[src/rtl/acc_pkg.sv]
// rtl/acc_pkg.sv - shared state encoding and defaults for the cube sequencer
package acc_pkg;

  typedef enum logic [2:0] {
    ST_IDLE,
    ST_RD,
    ST_RD_WAIT,
    ST_MUL1,
    ST_MUL2,
    ST_WR,
    ST_DONE
  } state_t;

  localparam logic [1:0] FP_OP_MUL = 2'b11;

  localparam int DEF_DEPTH   = 32;
  localparam int DEF_ADDR_W  = 5;
  localparam int DEF_MUL_LAT = 2;

endpackage

[src/rtl/acc_lat_cnt.sv]
// rtl/acc_lat_cnt.sv - loadable down-counter timing one multiplier operation
module acc_lat_cnt #(
  parameter int MUL_LAT = 2
) (
  input  logic clk,
  input  logic rst,
  input  logic load,
  output logic expire
);

  localparam int CW = (MUL_LAT > 1) ? $clog2(MUL_LAT) : 1;

  logic [CW-1:0] lat;

  // Load on entry to a multiply state, then count down and park at zero.
  always_ff @(posedge clk or posedge rst) begin
    if (rst) begin
      lat <= '0;
    end else if (load) begin
      lat <= CW'(MUL_LAT - 1);
    end else if (lat != '0) begin
      lat <= lat - CW'(1);
    end
  end

  // Zero means the current cycle is the last one of the operation.
  assign expire = (lat == '0);

endmodule

[src/rtl/cube_seq_ctrl.sv]
// rtl/cube_seq_ctrl.sv - in-place x^3 sequencer over scratch memory; option CUBE_SKIP_ZERO_EN
module cube_seq_ctrl
  import acc_pkg::*;
#(
  parameter int DEPTH   = DEF_DEPTH,
  parameter int ADDR_W  = DEF_ADDR_W,
  parameter int MUL_LAT = DEF_MUL_LAT
) (
  input  logic              clk,
  input  logic              rst,
  input  logic              start,
  input  logic              host_wen,
  input  logic [31:0]       host_addr,
  input  logic [31:0]       host_din,
  output logic              bsy,
  output logic              done,
  output logic [ADDR_W-1:0] mem_addr,
  output logic              mem_wen,
  output logic [31:0]       mem_din,
  input  logic [31:0]       mem_dout,
  output logic [1:0]        fpu_op,
  output logic [31:0]       fpu_a,
  output logic [31:0]       fpu_b,
  input  logic [31:0]       fpu_dout
);

  state_t            state;
  state_t            state_next;
  logic [ADDR_W-1:0] idx;
  logic [31:0]       x_reg;
  logic [31:0]       sq_reg;
  logic [31:0]       fpu_a_q;
  logic [31:0]       fpu_b_q;
  logic              lat_load;
  logic              lat_expire;
  logic              last;
  logic              skip_now;
  logic              mul_act;
  logic              unused_host_bits;

  assign last     = (idx == ADDR_W'(DEPTH - 1));
  assign mul_act  = (state == ST_MUL1) || (state == ST_MUL2);
  assign fpu_op   = FP_OP_MUL;

  // Byte-address bits outside the word index are deliberately dropped.
  assign unused_host_bits = ^{host_addr[31:ADDR_W+2], host_addr[1:0]};

  acc_lat_cnt #(
    .MUL_LAT (MUL_LAT)
  ) u_lat (
    .clk    (clk),
    .rst    (rst),
    .load   (lat_load),
    .expire (lat_expire)
  );

  // Next-state selection; the counter reloads whenever a multiply state is entered.
  always_comb begin
    state_next = state;
    skip_now   = 1'b0;
    case (state)
      ST_IDLE:    if (start) state_next = ST_RD;
      ST_RD:      state_next = ST_RD_WAIT;
      ST_RD_WAIT: begin
`ifdef CUBE_SKIP_ZERO_EN
        if (mem_dout[30:0] == 31'd0) begin
          skip_now   = 1'b1;
          state_next = last ? ST_DONE : ST_RD;
        end else begin
          state_next = ST_MUL1;
        end
`else
        state_next = ST_MUL1;
`endif
      end
      ST_MUL1:    if (lat_expire) state_next = ST_MUL2;
      ST_MUL2:    if (lat_expire) state_next = ST_WR;
      ST_WR:      state_next = last ? ST_DONE : ST_RD;
      ST_DONE:    state_next = ST_IDLE;
      default:    state_next = ST_IDLE;
    endcase
    lat_load = ((state_next == ST_MUL1) && (state != ST_MUL1)) ||
               ((state_next == ST_MUL2) && (state != ST_MUL2));
  end

  // State, word index and the registered status flags.
  always_ff @(posedge clk or posedge rst) begin
    if (rst) begin
      state <= ST_IDLE;
      idx   <= '0;
      bsy   <= 1'b0;
      done  <= 1'b0;
    end else begin
      state <= state_next;
      bsy   <= (state_next != ST_IDLE);
      done  <= (state_next == ST_DONE);
      if (state == ST_IDLE && start) begin
        idx <= '0;
      end else if ((state == ST_WR || skip_now) && !last) begin
        idx <= idx + ADDR_W'(1);
      end
    end
  end

  // Datapath capture: x from memory, x*x from the multiplier, and held operands.
  always_ff @(posedge clk or posedge rst) begin
    if (rst) begin
      x_reg   <= '0;
      sq_reg  <= '0;
      fpu_a_q <= '0;
      fpu_b_q <= '0;
    end else begin
      if (state == ST_RD_WAIT) x_reg <= mem_dout;
      if (state == ST_MUL1 && lat_expire) sq_reg <= fpu_dout;
      if (mul_act) begin
        fpu_a_q <= fpu_a;
        fpu_b_q <= fpu_b;
      end
    end
  end

  // Operands are live only in the multiply states and hold otherwise.
  always_comb begin
    fpu_a = mul_act ? x_reg : fpu_a_q;
    fpu_b = fpu_b_q;
    if (state == ST_MUL1)      fpu_b = x_reg;
    else if (state == ST_MUL2) fpu_b = sq_reg;
  end

  // Memory port belongs to the host while idle and to the sequencer while busy.
  always_comb begin
    if (bsy) begin
      mem_addr = idx;
      mem_wen  = (state == ST_WR);
      mem_din  = fpu_dout;
    end else begin
      mem_addr = host_addr[ADDR_W+1:2];
      mem_wen  = host_wen;
      mem_din  = host_din;
    end
  end

endmodule
[config.mk]
export PLATFORM = sky130hd
export DESIGN_NAME = cube_seq_ctrl
export DESIGN_NICKNAME = d
export VERILOG_FILES = /design/src/rtl/acc_pkg.sv /design/src/rtl/acc_lat_cnt.sv /design/src/rtl/cube_seq_ctrl.sv
export SDC_FILE = /design/constraint.sdc
export NUM_CORES = 1
export LEC_CHECK = 0
export ABC_AREA = 0
export ABC_CLOCK_PERIOD_IN_PS = 5500
export BUFFER_PORTS_ARGS = -buffer_cell sky130_fd_sc_hd__buf_2
export CAP_MARGIN = 20
export CORE_ASPECT_RATIO = 0.6
export CORE_MARGIN = 2
export CORE_UTILIZATION = 50
export CTS_BUF_LIST = sky130_fd_sc_hd__clkbuf_16
export CTS_CLUSTER_SIZE = 14
export DETAILED_ROUTE_END_ITERATION = 8
export GPL_ROUTABILITY_DRIVEN = 0
export HOLD_SLACK_MARGIN = 0.02
export PLACE_DENSITY_LB_ADDON = 0.2
export SYNTH_ARGS = -nofsm -noshare
export SYNTH_HDL_FRONTEND = slang
export SYNTH_SLANG_ARGS = --single-unit
[constraint.sdc]
create_clock -name clk -period 5.5 [get_ports clk]
set_input_delay 0.55 -clock clk [delete_from_list [all_inputs] [get_ports clk]]
set_output_delay 0.55 -clock clk [all_outputs]
set_load 0.01 [all_outputs]
==> impl_metrics.env <==
export IMPL_finalSetupViolCount=0
export IMPL_power_density_nw_per_um2=691
export IMPL_clk_path_buf_depth=2
export IMPL_cp_slowest_stage_delay_ns=0.63
export IMPL_fin_area_um2=8500
export IMPL_drc_errors=0
export IMPL_async_reset_ff_frac=1.00
export IMPL_die_area_um2=14600
export IMPL_rsz0062_at_grt="no"
export IMPL_hp_class="input pin to asynchronous set/reset pin"
export IMPL_die_h_um=94.5
export IMPL_ys_top_cells_by_count="dfrtp_1 (139), mux2_1 (82), o21ai_1 (66), mux2_4 (56), inv_1 (35)"
export IMPL_synth_seq_cells=139
export IMPL_finalHoldViolCount=0
export IMPL_nets=843
export IMPL_synthCells=513
export IMPL_tightest_slew_ns=1.01
export IMPL_die_w_um=155
export IMPL_fin_crit_sh=0.624
export IMPL_yosysMostFrequentCell="dfrtp_1"
export IMPL_dr_pass1_iters=5
export IMPL_final_max_slew_viol_count=0
export IMPL_routedWlPerCell_um=17.5
export IMPL_htree_levels=4
export IMPL_port_buffers=208
export IMPL_core_area_um2=13500
export IMPL_tns_ns=0
export IMPL_synth_edff_count=0
export IMPL_detail_route_vias_per_cell=5.27
export IMPL_final_antenna_net_count=0
export IMPL_seq_area_frac_synth=0.509
export IMPL_synth_ff_type="dfrtp_1"
export IMPL_gr_usage_all_layers=0.222
export IMPL_cts_made_buffers=17
export IMPL_cts_sinks=139
export IMPL_path_cells="and3b_1 > or2_4 > buf_4 > mux2_4 > buf_2"
export IMPL_drv_cap=0
export IMPL_p_leak_nw=4.11
export IMPL_cts_tree="built"
export IMPL_worstPathMaxFanout=50
export IMPL_drtIter0Drc=157
export IMPL_ys_types=34
export IMPL_crit_path_top_delay_cell="dfrtp_1"
export IMPL_peakVddDrop_mv=0.297
export IMPL_clkSlewWorstSetupHoldPaths_ns=0.06
export IMPL_dr_total_vias=4724
export IMPL_yosys_top_cells_area="dfrtp_1 (51%), mux2_1 (14%), mux2_4 (12%), o21ai_1 (4.8%), mux2_2 (4.6%)"
export IMPL_start_util=0.506
export IMPL_critPathLaunchType="flip-flop"
export IMPL_period_needed_ns=3.43
export IMPL_critPathCaptureType="output port"
export IMPL_fin_cells=897
export IMPL_synth_area_um2=6830
export IMPL_postCtsHoldBufs=0
export IMPL_rows=33
export IMPL_post_cts_buffers=0
export IMPL_diodes=0
export IMPL_dp_cells=865
export IMPL_io_pins=238
export IMPL_critPathRequiredTime_ns=4.95
export IMPL_crit_type="flip-flop to output port"
export IMPL_outcome="finished clean"
export IMPL_hpwl_um=10500
export IMPL_grt_first_pass_wirelength_um=25000
export IMPL_synth_top_area_share=0.509
export IMPL_avgSynthCellArea_um2=13.3
export IMPL_antenna_found_initial=0
export IMPL_cts_root_buf="clkbuf_16"
export IMPL_ctsResizeCount=0
export IMPL_layout_drive_gt1_share=0.465
export IMPL_dpl_cell_area_um2=7880
export IMPL_overflow=0
export IMPL_relSlewSlack=0.320
export IMPL_areaGrowthSynthToFinish_pct=24.4
export IMPL_holdWs_ns=0.283
export IMPL_yosysTopAreaCell="dfrtp_1"
export IMPL_clock_fmax_mhz=292
export IMPL_yosys_warnings=0
export IMPL_totalWireLength_um=15700
export IMPL_clock_skew_ns=0.00869
export IMPL_grt_max_degree=86
export IMPL_arrival_ns=2.88
export IMPL_grt_pass1_vias=4848
export IMPL_clock_latency_ns=0.41
## final timing paths
check	slack, ns	to	depth (start not counted)	start
max	2.07	fpu_a[20]	5	state[0]
min	0.28	fpu_a_q[13]	2	rst
max reg2reg	2.94	idx[3]	6	idx[0]
min reg2reg	0.49	fpu_a_q[31]	1	fpu_a_q[31]
max in group asynchronous	3.98	fpu_b_q[3]	3	rst
min in group clk	0.35	x_reg[24]	2	mem_dout[24]
## logic make-up after synthesis
group           synth area share
flops                      0.509
other cells             0.000549
fa+ha+maj                0.00366
mux                        0.310
xor+xnor                 0.00128
compound gates            0.0879
simple gates              0.0242
buf+inv                   0.0628
## worst max-delay path, delay by kind of cell (launching register included)
kind          cells  cell delay, ns
flops             1            0.63
mux               1            0.35
simple gates      2            0.87
buf+inv           2            0.61
## stage by stage
stage / total power [mW] / worst slack, ns / utilization
3_5_place_dp: 4.69 / 2.49 / 0.583
2_1_floorplan: 3.92 / 1.23 / -
6_report: 5.87 / 2.07 / 0.629
4_1_cts: 5.93 / 2.04 / 0.629
5_1_grt: 6.26 / 1.90 / 0.629
3_3_place_gp: 4.58 / 2.54 / 0.583
## report_power, final
group | switching, mW | internal [mW] | total (mW)
sequential | 0.401 | 1.55 | 1.95
clock | 0.442 | 0.759 | 1.20
combinational | 1.29 | 1.43 | 2.72
## layer usage
metal,GRT usage,part of all wire,vias up
met5,0,0,-
met4,0.0633,0.0093,0
met3,0.0578,0.065,15
met2,0.360,0.47,164
met1,0.299,0.45,2326
li1,-,-,2219
## cells in the final DEF, fill, tap and decap left out, drive strengths merged, types with 2 or more instances in the layout
cell type,netlist,routed
a22oi,32,32
nor2b,3,3
clkinvlp,0,2
buf,28,214
dfrtp,139,139
and3,3,3
nor2,5,5
mux2i,4,4
clkinv,0,5
clkbuf,10,17
nand2,2,2
or2,2,2
o21ai,67,67
conb,1,2
inv,35,39
bufinv,0,4
nor3b,2,2
mux2,166,166
ha,2,2
## layout make-up
cell class | count | area (um^2)
multi-input combinational | 302 | 2940
inverter | 35 | 136
clock inverter | 15 | 196
sequential | 139 | 3480
clock buffer | 17 | 425
timing repair buffer | 214 | 1100
tap | 175 | 219
fill | 1044 | 5000
(Power assumes the default switching activity.)
